===== src/rtl/cplx_mat2x2_mult_seq.sv =====
// Sequential signed complex 2x2 matrix multiplier (C = A*B or C = A*B^H).
// One complex MAC is time-shared over the eight products; streams in and out via valid/ready.
module cplx_mat2x2_mult_seq #(
  parameter int W  = 8,
  parameter int OW = 2*W+2
) (
  input  logic                 clk,
  input  logic                 rst,
  input  logic                 in_valid,
  output logic                 in_ready,
  input  logic signed [W-1:0]  in_re,
  input  logic signed [W-1:0]  in_im,
  input  logic                 in_herm,
  output logic                 out_valid,
  input  logic                 out_ready,
  output logic signed [OW-1:0] out_re,
  output logic signed [OW-1:0] out_im,
  output logic                 out_last,
  output logic                 busy
);

  typedef enum logic [1:0] {
    LOAD    = 2'd0,
    COMPUTE = 2'd1,
    OUTPUT  = 2'd2
  } state_t;

  state_t state;
  logic [2:0] beat;
  logic [2:0] k;
  logic [1:0] slot;
  logic [1:0] slot_nxt;
  logic       herm;
  logic       in_fire;

  logic signed [W-1:0]  elem_re [8];
  logic signed [W-1:0]  elem_im [8];
  logic signed [OW-1:0] res_re  [4];
  logic signed [OW-1:0] res_im  [4];
  logic signed [OW-1:0] acc_re, acc_im;

  // Operand selection for the current MAC step
  logic [1:0]           e;
  logic                 m;
  logic [2:0]           a_idx, b_idx;
  logic signed [OW-1:0] ar_x, ai_x, br_x, bi_x;
  logic signed [OW-1:0] p_re, p_im;

  function automatic logic signed [OW-1:0] sx(input logic signed [W-1:0] v);
    return {{(OW-W){v[W-1]}}, v};
  endfunction

  assign in_fire  = in_valid && in_ready;
  assign e        = k[2:1];
  assign m        = k[0];
  assign slot_nxt = slot + 2'd1;

  always_comb begin
    // NOTE: every always_comb output gets a default first so no path can infer a latch.
    a_idx = 3'd0;
    b_idx = 3'd4;
    ar_x  = '0;
    ai_x  = '0;
    br_x  = '0;
    bi_x  = '0;
    // A[i][m] sits at 2*i+m; B[r][c] at 4+2*r+c. Hermitian mode reads B transposed.
    a_idx = {1'b0, e[1], m};
    b_idx = herm ? {1'b1, e[0], m} : {1'b1, m, e[0]};
    ar_x  = sx(elem_re[a_idx]);
    ai_x  = sx(elem_im[a_idx]);
    br_x  = sx(elem_re[b_idx]);
    // Negating after widening keeps conj(-2^(W-1)) representable.
    bi_x  = herm ? -sx(elem_im[b_idx]) : sx(elem_im[b_idx]);
  end

  assign p_re = ar_x * br_x - ai_x * bi_x;
  assign p_im = ar_x * bi_x + ai_x * br_x;

  // NOTE: element and result storage carry no reset; the FSM never reads them before they are written.
  always_ff @(posedge clk) begin
    if (in_fire) begin
      elem_re[beat] <= in_re;
      elem_im[beat] <= in_im;
    end
  end

  always_ff @(posedge clk) begin
    if (state == COMPUTE && m) begin
      res_re[e] <= acc_re + p_re;
      res_im[e] <= acc_im + p_im;
    end
  end

  // NOTE: sequential state is updated only with non-blocking assignments.
  always_ff @(posedge clk or posedge rst) begin
    if (rst) begin
      state     <= LOAD;
      beat      <= 3'd0;
      k         <= 3'd0;
      slot      <= 2'd0;
      herm      <= 1'b0;
      acc_re    <= '0;
      acc_im    <= '0;
      in_ready  <= 1'b1;
      out_valid <= 1'b0;
      out_last  <= 1'b0;
      out_re    <= '0;
      out_im    <= '0;
      busy      <= 1'b0;
    end else begin
      case (state)
        LOAD: begin
          if (in_fire) begin
            if (beat == 3'd0) herm <= in_herm;
            if (beat == 3'd7) begin
              beat     <= 3'd0;
              k        <= 3'd0;
              state    <= COMPUTE;
              in_ready <= 1'b0;
              busy     <= 1'b1;
            end else begin
              beat <= beat + 3'd1;
            end
          end
        end
        COMPUTE: begin
          k      <= k + 3'd1;
          acc_re <= m ? acc_re + p_re : p_re;
          acc_im <= m ? acc_im + p_im : p_im;
          if (k == 3'd7) begin
            // Slot 0 was written long ago; slot 3 lands on this same edge.
            state     <= OUTPUT;
            slot      <= 2'd0;
            out_valid <= 1'b1;
            out_last  <= 1'b0;
            out_re    <= res_re[0];
            out_im    <= res_im[0];
          end
        end
        OUTPUT: begin
          if (out_ready) begin
            if (slot == 2'd3) begin
              state     <= LOAD;
              beat      <= 3'd0;
              out_valid <= 1'b0;
              out_last  <= 1'b0;
              in_ready  <= 1'b1;
              busy      <= 1'b0;
            end else begin
              slot     <= slot_nxt;
              out_re   <= res_re[slot_nxt];
              out_im   <= res_im[slot_nxt];
              out_last <= (slot_nxt == 2'd3);
            end
          end
        end
        default: begin
          state    <= LOAD;
          in_ready <= 1'b1;
          busy     <= 1'b0;
        end
      endcase
    end
  end

endmodule


===== config.mk =====
export PLATFORM = sky130hd
export DESIGN_NAME = cplx_mat2x2_mult_seq
export DESIGN_NICKNAME = d
export VERILOG_FILES = /design/src/rtl/cplx_mat2x2_mult_seq.sv
export SDC_FILE = /design/constraint.sdc
export NUM_CORES = 1
export LEC_CHECK = 0
export CORE_ASPECT_RATIO = 1.75
export CORE_MARGIN = 3
export CORE_UTILIZATION = 36
export CTS_CLUSTER_DIAMETER = 40
export DETAILED_ROUTE_END_ITERATION = 12
export PLACE_DENSITY = 0.62
export SLEW_MARGIN = 10
export SYNTH_ARGS = -nofsm -noshare
export SYNTH_HDL_FRONTEND = slang
export SYNTH_SLANG_ARGS = --single-unit

===== constraint.sdc =====
create_clock -name clk -period 15.95 [get_ports clk]
set_clock_uncertainty 0.1 [all_clocks]
set_input_delay 4.785 -clock clk [delete_from_list [all_inputs] [get_ports clk]]
set_output_delay 4.785 -clock clk [all_outputs]
set_load 0.01 [all_outputs]

==> results by stage, run 1 <==
CTS:
- The number of hold buffers added after CTS was 0.
- The clock reaches the later pin of the worst-skew pair after roughly 0.58 ns.
- The number of buffers inserted by post-CTS setup repair is 0.
- The sink count of the clock tree is between 300 and 400.
- The post-cts sizing count is 0.
- In this run, CTS created clock tree buffers numbering 42.
- The root buffer cell chosen for the clock tree is sky130_fd_sc_hd__clkbuf_16.
- The clock-pin slew on the worst setup and hold paths is about 0.07 ns.
- The H-tree depth is 2.
- TritonCTS built the clock tree.
- In this run the deepest clock path goes through 3 buffers.

Floorplan:
- The effective utilization at floorplan is 0.364.
- The boundary pin count is slightly above 60.
- The full die area is 0.0819 mm².
- The floorplan step defined a core boundary enclosing 0.0775 mm².
- The floorplan die height is 376 µm.
- The width of the chip is 218 µm.
- The number of cell rows is 135.

Routing:
- For this block, the routed nets add up to 69.4 mm of wire.
- The routed wirelength normalized by instance count is 18.9 µm.
- The average vias per placed instance is slightly above 5.
- The first routing iteration left 925 violations.
- The first detailed-routing pass took 5 iterations.
- The post-route DRC violation count is 0.
- The detail route stage leaves a number of antenna-violating nets equal to 0.
- The final route contains roughly 19000 vias.

Synthesis:
- The cell taking the most area after synthesis is sky130_fd_sc_hd__edfxtp_1.
- The share of async-settable or async-resettable flops after synthesis is 0.242.
- The most used flip-flop cell after synthesis is sky130_fd_sc_hd__edfxtp_1.
- Counting every net in the synthesized netlist gives 3059.
- The share of the Yosys chip area taken by registers is 0.367.
- In this run the cell area of the synthesized design comes to 0.0282 mm².
- The number of standard cells after synthesis is 2550.
- Sorting the synthesized cells by area gives the leading types as sky130_fd_sc_hd__edfxtp_1 29%, sky130_fd_sc_hd__fa_1 23%, sky130_fd_sc_hd__dfrtp_1 7.6%, sky130_fd_sc_hd__ha_1 7.3%, sky130_fd_sc_hd__inv_1 5.9%.
- The synthesis-stage register bit count is 359.
- Yosys mapped a number of flops with a built-in enable equal to 272.
- Yosys mapped the design onto 59 distinct sky130hd cell types.
- The mean post-synth cell area is 11.1 µm².
- Of the post-synthesis cell area, the dominant cell type holds 0.289.
- Yosys printed 0 warnings.

Run status:
- The flow ran to the end, and the final reports show no timing, DRC or antenna violations.

GRT:
- Global routing finished with a remaining overflow of 0.
- The via count of the first global-routing pass came to 20400.
- The total global routing track utilization is 0.175.
- The initial antenna violation count came to 0.
- The wire length of the first global-routing pass is 111 mm.
- The largest net degree at the start of global routing is 75.

STA:
- The minimum clock period is 11.39 ns.
- The final number of hold-violating endpoints is 0.
- Setup repair after global routing left no endpoint under its margin.
- The final cycle utilization of the critical path is 0.714.
- The final number of max-transition violations is 0.
- The setup total negative slack is 0 ns.
- The relative max-transition margin is 0.181.
- For the pin with the worst max-slew slack, the measured transition is approximately 1.2 ns.
- The tightest hold margin is 0.390 ns.
- The final count of negative-setup-slack endpoints is 0.
- Static timing analysis puts the maximum clock frequency at 87.8 MHz.

Job:
- Max-cap violations in this run came to 0.

Final layout:
- Of the cells placed in the final design, the portion with a size suffix greater than 1 is 0.0837.
- Leaving out fill and tap cells, the most frequent cell in the layout is sky130_fd_sc_hd__inv_1.
- The area growth from synthesis to final layout is 11.9%.
- 0 antenna diodes ended up in the layout.
- The library cells used most frequently in the layout, excluding fill and tap cells, are 442 x sky130_fd_sc_hd__inv_1, 324 x sky130_fd_sc_hd__fa_1, 292 x sky130_fd_sc_hd__nand2_1, 284 x sky130_fd_sc_hd__nor2_1, 272 x sky130_fd_sc_hd__edfxtp_1.
- After the flow finishes, the layout carries non-filler instances totaling 3666.
- The number of nets in the layout is 3115.

Critical path:
- The critical path data required time is around 16 ns.
- Of all nets on the critical path, the largest fanout is 26.
- The stage delay of the slowest cell on the critical path is 0.93 ns.
- The kind of end point of the critical path is a register.
- The critical-path cell with the highest stage delay is sky130_fd_sc_hd__xnor2_1.
- The worst setup path is of the reg -> reg kind.
- The data arrival time of the worst path is ~12 ns.
- The worst setup path is launched from a register.

Placement:
- The number of placed instances, taps included, is 3589.
- Input and output buffers added on the ports amount to 60.
- The weighted congestion reported at the end of routability-driven placement is 0.912.
- The final HPWL from detailed placement is 53.4 mm.

Hold path:
- The type of the tightest min-delay check is reg -> reg.
==> layout make-up <==
type	count	area, µm²
fill	7349	45900
clock inverter	27	330
inverter	444	1670
timing repair buffer	108	961
tap	1027	1280
multi-input combinational	1651	15900
clock buffer	50	1100
sequential	359	10400
==> cell families after synthesis <==
group	count (synthesis)	synth area share
buffers and inverters	540	0.0725
AO/OA/AOI/OAI	266	0.0605
flip-flops	359	0.367
AND/OR/NAND/NOR	663	0.0950
multiplexers	119	0.0668
adder cells (fa/ha/maj)	488	0.302
XOR/XNOR	115	0.0362
==> sequential cells by signal, summed over array words and instances (netlist names), 2 cells and up <==
| name | cells |
|---|---|
| k | 3 |
| out_re | 18 |
| acc_im | 18 |
| elem_im | 64 |
| res_im | 72 |
| out_im | 18 |
| slot | 2 |
| acc_re | 18 |
| elem_re | 64 |
| state | 2 |
| beat | 3 |
| res_re | 72 |
==> path summary, 6_finish.rpt <==
path	from	endpoint	slack, ns	cells after the start
worst max-delay path	herm	acc_im[17]	4.56	34
worst min-delay path	acc_re[15]	acc_re[15]	0.39	2
worst max register to register	herm	acc_im[17]	4.56	34
worst min register to register	acc_re[15]	acc_re[15]	0.39	2
max in group asynchronous	rst	out_re[9]	10.02	3
min in group asynchronous	rst	out_im[11]	4.43	2
==> per-stage QoR <==
stage	worst slack, ns	area, µm²	util
floorplan	5.93	28200	-
global placement	4.96	30200	0.389
detailed placement	4.69	30200	0.389
CTS	4.67	31600	0.408
global route	4.08	31600	0.408
finish	4.56	31600	0.408
==> critical path: cells and delay by family, from the launching register on <==
kind / cells / cell delay (ns)
adder cells (fa/ha/maj): 9 / 3.89
XOR/XNOR: 2 / 1.08
flip-flops: 1 / 0.86
AND/OR/NAND/NOR: 4 / 0.77
AO/OA/AOI/OAI: 9 / 2.20
buffers and inverters: 7 / 1.03
multiplexers: 3 / 1.30
==> cells in the mapped netlist (11+ instances only) <==
| master | number |
|---|---|
| sky130_fd_sc_hd__inv_1 | 443 |
| sky130_fd_sc_hd__fa_1 | 324 |
| sky130_fd_sc_hd__nand2_1 | 293 |
| sky130_fd_sc_hd__nor2_1 | 285 |
| sky130_fd_sc_hd__edfxtp_1 | 272 |
| sky130_fd_sc_hd__ha_1 | 164 |
| sky130_fd_sc_hd__xnor2_1 | 89 |
| sky130_fd_sc_hd__dfrtp_1 | 86 |
| sky130_fd_sc_hd__clkbuf_1 | 76 |
| sky130_fd_sc_hd__a21oi_1 | 58 |
| sky130_fd_sc_hd__a31oi_1 | 56 |
| sky130_fd_sc_hd__mux4_2 | 53 |
| sky130_fd_sc_hd__mux2i_1 | 44 |
| sky130_fd_sc_hd__o21ai_0 | 34 |
| sky130_fd_sc_hd__a21o_1 | 30 |
| sky130_fd_sc_hd__xor2_1 | 25 |
| sky130_fd_sc_hd__nor3_1 | 21 |
| sky130_fd_sc_hd__mux2_2 | 20 |
| sky130_fd_sc_hd__o21a_1 | 17 |
| sky130_fd_sc_hd__nand2b_1 | 16 |
| sky130_fd_sc_hd__o21ai_1 | 14 |
| sky130_fd_sc_hd__o21bai_1 | 13 |
| sky130_fd_sc_hd__buf_1 | 12 |
| sky130_fd_sc_hd__nor2b_1 | 11 |
==> per-layer routing <==
metal  part of all wire  vias up  GRT usage
li1                   -     8395          -
met1               0.34     9389      0.177
met2               0.55      504      0.339
met3              0.040      230     0.0198
met4              0.070        0      0.107
met5                  0        -          0
Power of run 1 is left out: the tool's default activity adds up to more than one toggle a clock period on the data nets, which glitch-free logic cannot reach.
==> inputs of run 2 (changes only) <==
- clock period: 15.95 -> 11.1 ns (I/O delays scaled with it)
==> run 2 against run 1 <==
  * Cell count up 0.44%
  * Worst setup slack worse by 3.9 ns
  * Non-clock buffer count up 20
  * Via count down 0.82%
  * First-iteration DRC count up 4.8%
  * Global-route usage about the same
  * Critical path depth down 3
  * Wire length up 0.37%
  * Count of clock-buffer cells in the layout unchanged
  * Critical endpoint unchanged
==> results by stage, run 2 (synthesized netlist as in run 1, its figures left out) <==
Run status:
- The flow ran to the end, and the final reports show no timing, DRC or antenna violations.

Critical path:
- The highest net fanout along the worst path is 19 (-27%).
- The worst setup path is captured at a register.
- The data arrival time of the worst path is 10.75 ns (-0.97 ns).
- The stage delay of the slowest cell on the critical path is 0.64 ns (-0.29 ns).
- The critical-path cell with the highest stage delay is sky130_fd_sc_hd__mux4_2.
- The cell with the most instances on the worst path is sky130_fd_sc_hd__fa_1.
- The path type of the worst setup path is reg -> reg.
- The kind of start point of the critical path is a register.
- The kind of cell with the highest combined delay along the critical path is adder cells.
- The critical path data required time is 11.46 ns (-4.82 ns).
- The count of buffer and inverter cells on the critical path is 5 (-2).

STA:
- The slew at the pin closest to its max-slew limit is 1.13 ns (-0.0907 ns).
- The final cycle utilization of the critical path was 0.936 (+0.222).
- The relative max-transition margin came to 0.245 (+0.0635).
- The final number of max-transition violations is 0 (unchanged).
- Setup repair after global routing left no endpoint under its margin.
- The final count of negative-setup-slack endpoints came to 0 (unchanged).
- The minimum clock period came to 10.39 ns (-0.998 ns).
- The fmax is 96.2 MHz (+9.6%).
- The setup total negative slack is 0 ns (unchanged).
- The final number of hold-violating endpoints is 0 (unchanged).

Floorplan:
- The width of the chip is 218 µm (unchanged).
- The floorplan die height is 376 µm (unchanged).
- The core footprint is 0.0775 mm² (unchanged).
- The effective utilization at floorplan is 0.364 (unchanged).
- The full die area came to 0.0819 mm² (unchanged).
- The number of cell rows was 135 (unchanged).
- The boundary pin count is 61 (unchanged).

Final layout:
- The library cell used most frequently in the layout, excluding fill and tap cells, is sky130_fd_sc_hd__inv_1.
- In the layout the commonest cells are 442 x sky130_fd_sc_hd__inv_1, 324 x sky130_fd_sc_hd__fa_1, 292 x sky130_fd_sc_hd__nand2_1, 284 x sky130_fd_sc_hd__nor2_1, 272 x sky130_fd_sc_hd__edfxtp_1.
- The area growth from synthesis to final layout is 12.1%.
- The count of antenna diodes in the layout came to 0 (unchanged).
- The proportion of layout cells with a drive suffix above 1 is 0.0881 (+0.00439).
- The number of nets in the layout came to 3133 (+0.58%).
- The largest registers in the layout are res_im x72, res_re x72.
- The number of filler cells placed in the layout is 7340 (-0.12%).

CTS:
- The number of buffers added by the clock tree synthesis step was 40 (-4.8%).
- The TritonCTS clock tree is yes.
- The H-tree depth came to 2 (unchanged).
- The sink count of the clock tree is 359 (unchanged).
- The latest clock arrival within the worst-skew pair is 0.58 ns (about the same).
- The root buffer cell is sky130_fd_sc_hd__clkbuf_16.
- The post-cts sizing count is 0 (unchanged).
- The worst-case clock buffer depth is 3 (unchanged).
- The number of buffers inserted by post-CTS setup repair is 0 (unchanged).
- The number of hold buffers added after cts is 0 (unchanged).
- The clock-pin slew on the worst setup and hold paths was 0.07 ns (about the same).

Routing:
- The routed wirelength normalized by instance count was 18.9 µm (about the same).
- The number of routed nets with antenna violations is 0 (unchanged).
- The total wirelength of the detailed-routed design is 69.7 mm (+0.37%).
- The via total after detailed routing is 18400 (-0.82%).
- The detailed-routing iteration count for the pre-antenna-repair pass is 5 (unchanged).
- The iteration-0 DRC count of the detailed router is 969 (+4.8%).
- The average vias per placed instance is 4.99 (-1.3%).
- The post-route DRC violation count is 0 (unchanged).

Placement:
- The final HPWL from detailed placement is 54.1 mm (+1.5%).
- The weighted congestion reported at the end of routability-driven placement is 0.939 (+2.9%).
- The count of buffers from port buffering came to 60 (unchanged).

GRT:
- The wire length of the first global-routing pass is 111 mm (-0.50%).
- The largest net degree at the start of global routing was 75 (unchanged).
- The via count of the first global-routing pass is 19900 (-2.5%).
- The total global routing track utilization came to 0.175 (-0.000492).
- The sum of overflow across all layers after global routing is 0 (unchanged).
- The initial antenna violation count is 0 (unchanged).

Job:
- The max-capacitance violation count is 0 (unchanged).

Hold path:
- The type of the tightest min-delay check is reg -> reg.
==> run 2: final timing paths <==
check | endpoint | start | cells past startpoint | slack, ns
max | acc_im[17] | k[0] | 31 | 0.71
min | acc_re[12] | acc_re[12] | 2 | 0.39
min reg2reg | acc_re[12] | acc_re[12] | 2 | 0.39
max reg2reg | acc_im[17] | k[0] | 31 | 0.71
min in group asynchronous | out_im[11] | rst | 2 | 2.97
max in group asynchronous | out_re[17] | rst | 3 | 6.58
==> run 2: cell type report <==
class | count | area [µm²] | share of cell area
clock inverters | 23 | 272 | 0.00858
inverters | 444 | 1670 | 0.0527
multi-input cells | 1651 | 15900 | 0.502
well taps | 1027 | 1280 | 0.0406
repair buffers | 128 | 1110 | 0.0351
clock buffers | 50 | 1060 | 0.0334
flip-flops and latches | 359 | 10400 | 0.327
==> run 2: per-layer routing <==
metal | GRT usage | vias to the layer above | share of wire | routed length (µm)
li1 | - | 8425 | - | -
met1 | 0.177 | 9343 | 0.34 | 24000
met2 | 0.342 | 421 | 0.56 | 39000
met3 | 0.0194 | 177 | 0.034 | 2340
met4 | 0.0972 | 0 | 0.062 | 4330
met5 | 0 | - | 0 | 0
==> run 2: per-stage QoR <==
stage	setup WS, ns	hold WS (ns)	std cells	utilization	instance area, µm²
3_5_place_dp	0.762	0.381	3609	0.391	30300
4_1_cts	0.705	0.396	3682	0.408	31600
5_1_grt	0.115	0.424	3682	0.408	31600
2_1_floorplan	1.08	0.356	2550	-	28200
3_3_place_gp	0.873	0.370	3609	0.391	30300
6_report	0.706	0.388	3682	0.408	31600
==> run 2: worst reg2reg max path: cells and delay by family (launching register included) <==
kind	cells	cell delay (ns)
multiplexers	3	1.63
AND/OR/NAND/NOR	4	0.76
AO/OA/AOI/OAI	9	2.37
flip-flops	1	0.62
XOR/XNOR	1	0.22
adder cells (fa/ha/maj)	9	3.98
buffers and inverters	5	0.55
Power of run 2 is left out for the same reason.
==> inputs of run 3 (changes only) <==
- PLACE_DENSITY: 0.62 -> unset
==> run 3 against run 2 <==
  * First-iteration DRC count is 11% lower
  * Final area is 0.14% lower
  * Hold slack better by 0.0047 ns
  * Count of clock-buffer cells in the layout is 3 lower
  * Critical path type unchanged
  * Via count is 0.32% higher
  * Worst setup slack worse by 0.031 ns
  * Register-to-register slack worse by 0.03 ns
  * Critical endpoint unchanged
==> results by stage, run 3 (synthesized netlist as in run 1, its figures left out) <==
STA:
- The final number of hold-violating endpoints is 0 (unchanged).
- The setup total negative slack is 0 ns (unchanged).
- The final cycle utilization of the critical path came to 0.939 (+0.00275).
- The minimum clock period is 10.42 ns (+0.0305 ns).
- The final number of max-transition violations came to 0 (unchanged).
- The fmax is 95.9 MHz (-0.29%).
- The slew at the pin closest to its max-slew limit was 1.15 ns (+0.0207 ns).
- The relative max-transition margin is 0.231 (-0.0139).
- Setup repair after global routing left no endpoint under its margin.
- The final count of negative-setup-slack endpoints is 0 (unchanged).
- The final worst-path setup slack is 0.676 ns (-0.0305 ns).

Job:
- The max-capacitance violation count is 0 (unchanged).

Critical path:
- The depth of the worst register-to-register path is 35 (+13%).
- The reg2reg setup slack was 0.68 ns (-0.03 ns).
- The startpoint of the worst-slack reg-to-reg timing path is herm.
- The worst register-to-register path ends at acc_im[17].
- The data arrival time of the worst path is 10.77 ns (+0.02 ns).
- The kind of end point of the critical path is a register.
- The path type of the worst setup path is reg -> reg.
- The critical-path cell with the highest stage delay is sky130_fd_sc_hd__fa_1.
- The stage delay of the slowest cell on the critical path is 0.57 ns (-0.07 ns).
- The family of cells with the greatest summed delay on the critical path is adder cells.
- The count of buffer and inverter cells on the critical path is 8 (+3).
- The critical path data required time is 11.45 ns (about the same).
- The highest net fanout along the worst path is 19 (unchanged).
- The worst setup path is launched from a register.

Routing:
- The detailed-routing iteration count for the pre-antenna-repair pass was 7 (+2).
- The via total after detailed routing was 18400 (+0.32%).
- The total wirelength of the detailed-routed design is 72.1 mm (+3.4%).
- The iteration-0 DRC count of the detailed router is 859 (-11%).
- The routed wirelength normalized by instance count came to 19.6 µm (+3.6%).
- The number of routed nets with antenna violations is 0 (unchanged).
- The average vias per placed instance was 5.01 (+0.48%).
- The post-route DRC violation count came to 0 (unchanged).

CTS:
- The clock-pin slew on the worst setup and hold paths is 0.07 ns (about the same).
- The post-cts sizing count is 0 (unchanged).
- The latest clock arrival within the worst-skew pair is 0.57 ns (about the same).
- The number of buffers added by the clock tree synthesis step was 39 (-2.5%).
- The number of hold buffers added after cts is 0 (unchanged).
- The sink count of the clock tree is 359 (unchanged).
- The H-tree depth is 2 (unchanged).
- TritonCTS built the clock tree.
- The root buffer cell chosen for the clock tree is sky130_fd_sc_hd__clkbuf_16.
- The number of buffers inserted by post-CTS setup repair is 0 (unchanged).
- The worst-case clock buffer depth came to 3 (unchanged).

Hold path:
- The number of stages on the worst hold path is 2 (unchanged).
- The path class of the tightest hold or removal check is reg -> reg.
- The worst hold path begins at acc_re[2].
- The path with the worst hold slack has its endpoint at acc_re[2].

Placement:
- The worst setup slack after placement is 0.751 ns (-0.0107 ns).
- The count of buffers from port buffering is 60 (unchanged).
- The weighted congestion reported at the end of routability-driven placement is 0.939 (about the same).
- The final HPWL from detailed placement is 57.2 mm (+5.6%).

Final layout:
- Leaving out fill and tap cells, the most frequent cells in the layout are 442 x sky130_fd_sc_hd__inv_1, 324 x sky130_fd_sc_hd__fa_1, 292 x sky130_fd_sc_hd__nand2_1, 284 x sky130_fd_sc_hd__nor2_1, 272 x sky130_fd_sc_hd__edfxtp_1.
- The library cell used most frequently in the layout, excluding fill and tap cells, is sky130_fd_sc_hd__inv_1.
- In the final layout, the registers with the most flip-flops are res_im x72, res_re x72.
- The number of nets in the layout is 3130 (-0.096%).
- The number of filler cells placed in the layout came to 7347 (+0.095%).
- The count of antenna diodes in the layout was 0 (unchanged).
- The footprint of the flip-flops and latches is 0.0104 mm² (unchanged).
- Compared with the post-synthesis result, the final layout area differs by 12.0%.
- The area taken by multi-input logic gates is 0.0159 mm² (about the same).
- The proportion of layout cells with a drive suffix above 1 is 0.0868 (-0.00131).

GRT:
- The total global routing track utilization was 0.182 (+0.00703).
- The sum of overflow across all layers after global routing is 0 (unchanged).
- The largest net degree at the start of global routing is 75 (unchanged).
- The wire length of the first global-routing pass was 115 mm (+3.5%).
- The via count of the first global-routing pass came to 20800 (+4.1%).
- The initial antenna violation count came to 0 (unchanged).

Floorplan:
- The floorplan die height is 376 µm (unchanged).
- The width of the chip was 218 µm (unchanged).
- The effective utilization at floorplan is 0.364 (unchanged).
- The number of cell rows is 135 (unchanged).
- The full die area was 0.0819 mm² (unchanged).
- The boundary pin count is 61 (unchanged).
- The core footprint is 0.0775 mm² (unchanged).

Run status:
- The flow ran to the end, and the final reports show no timing, DRC or antenna violations.
-- run 3: how the worst max path moves through the flow --
stage	startpoint	end	slack, ns	cells after the start
floorplan	k[0]	acc_im[17]	1.08	36
global placement	herm	acc_im[17]	0.97	35
detailed placement	herm	acc_im[17]	0.75	35
CTS	herm	acc_im[17]	0.70	35
global route	herm	acc_im[17]	0.18	35
finish	herm	acc_im[17]	0.68	35
-- run 3: area by class of cell --
type                       instances  share of cell area
inverter                         444              0.0528
clock buffer                      47              0.0321
timing repair buffer             126              0.0347
clock inverter                    22             0.00930
sequential                       359               0.328
tap                             1027              0.0407
multi-input combinational       1651               0.503
-- run 3: metal layers --
layer | wire (µm) | part of all wire | GRT usage | up-vias
li1 | - | - | - | 8424
met1 | 25000 | 0.35 | 0.184 | 9361
met2 | 39700 | 0.55 | 0.351 | 436
met3 | 2240 | 0.031 | 0.0198 | 203
met4 | 5160 | 0.072 | 0.111 | 0
met5 | 0 | 0 | 0 | -
-- run 3: per-stage QoR --
step | hold slack, ns | std cells | cell area [µm²] | utilization
after floorplan | 0.356 | 2550 | 28200 | -
after global placement | 0.369 | 3607 | 30300 | 0.391
after detailed placement | 0.383 | 3607 | 30300 | 0.391
after CTS | 0.396 | 3676 | 31600 | 0.408
after global routing | 0.420 | 3676 | 31600 | 0.408
final | 0.393 | 3676 | 31600 | 0.408
-- run 3: worst register-to-register path, delay by kind of cell (launching register included) --
family | cells | cell delay, ns
AOI/OAI and AO/OA | 9 | 2.20
adders and majority gates | 9 | 3.88
muxes | 3 | 1.51
and+or+nand+nor | 4 | 0.67
DFF | 1 | 0.43
buffers and inverters | 8 | 0.94
xor gates and xnor gates | 2 | 0.58
Power of run 3 is left out for the same reason.
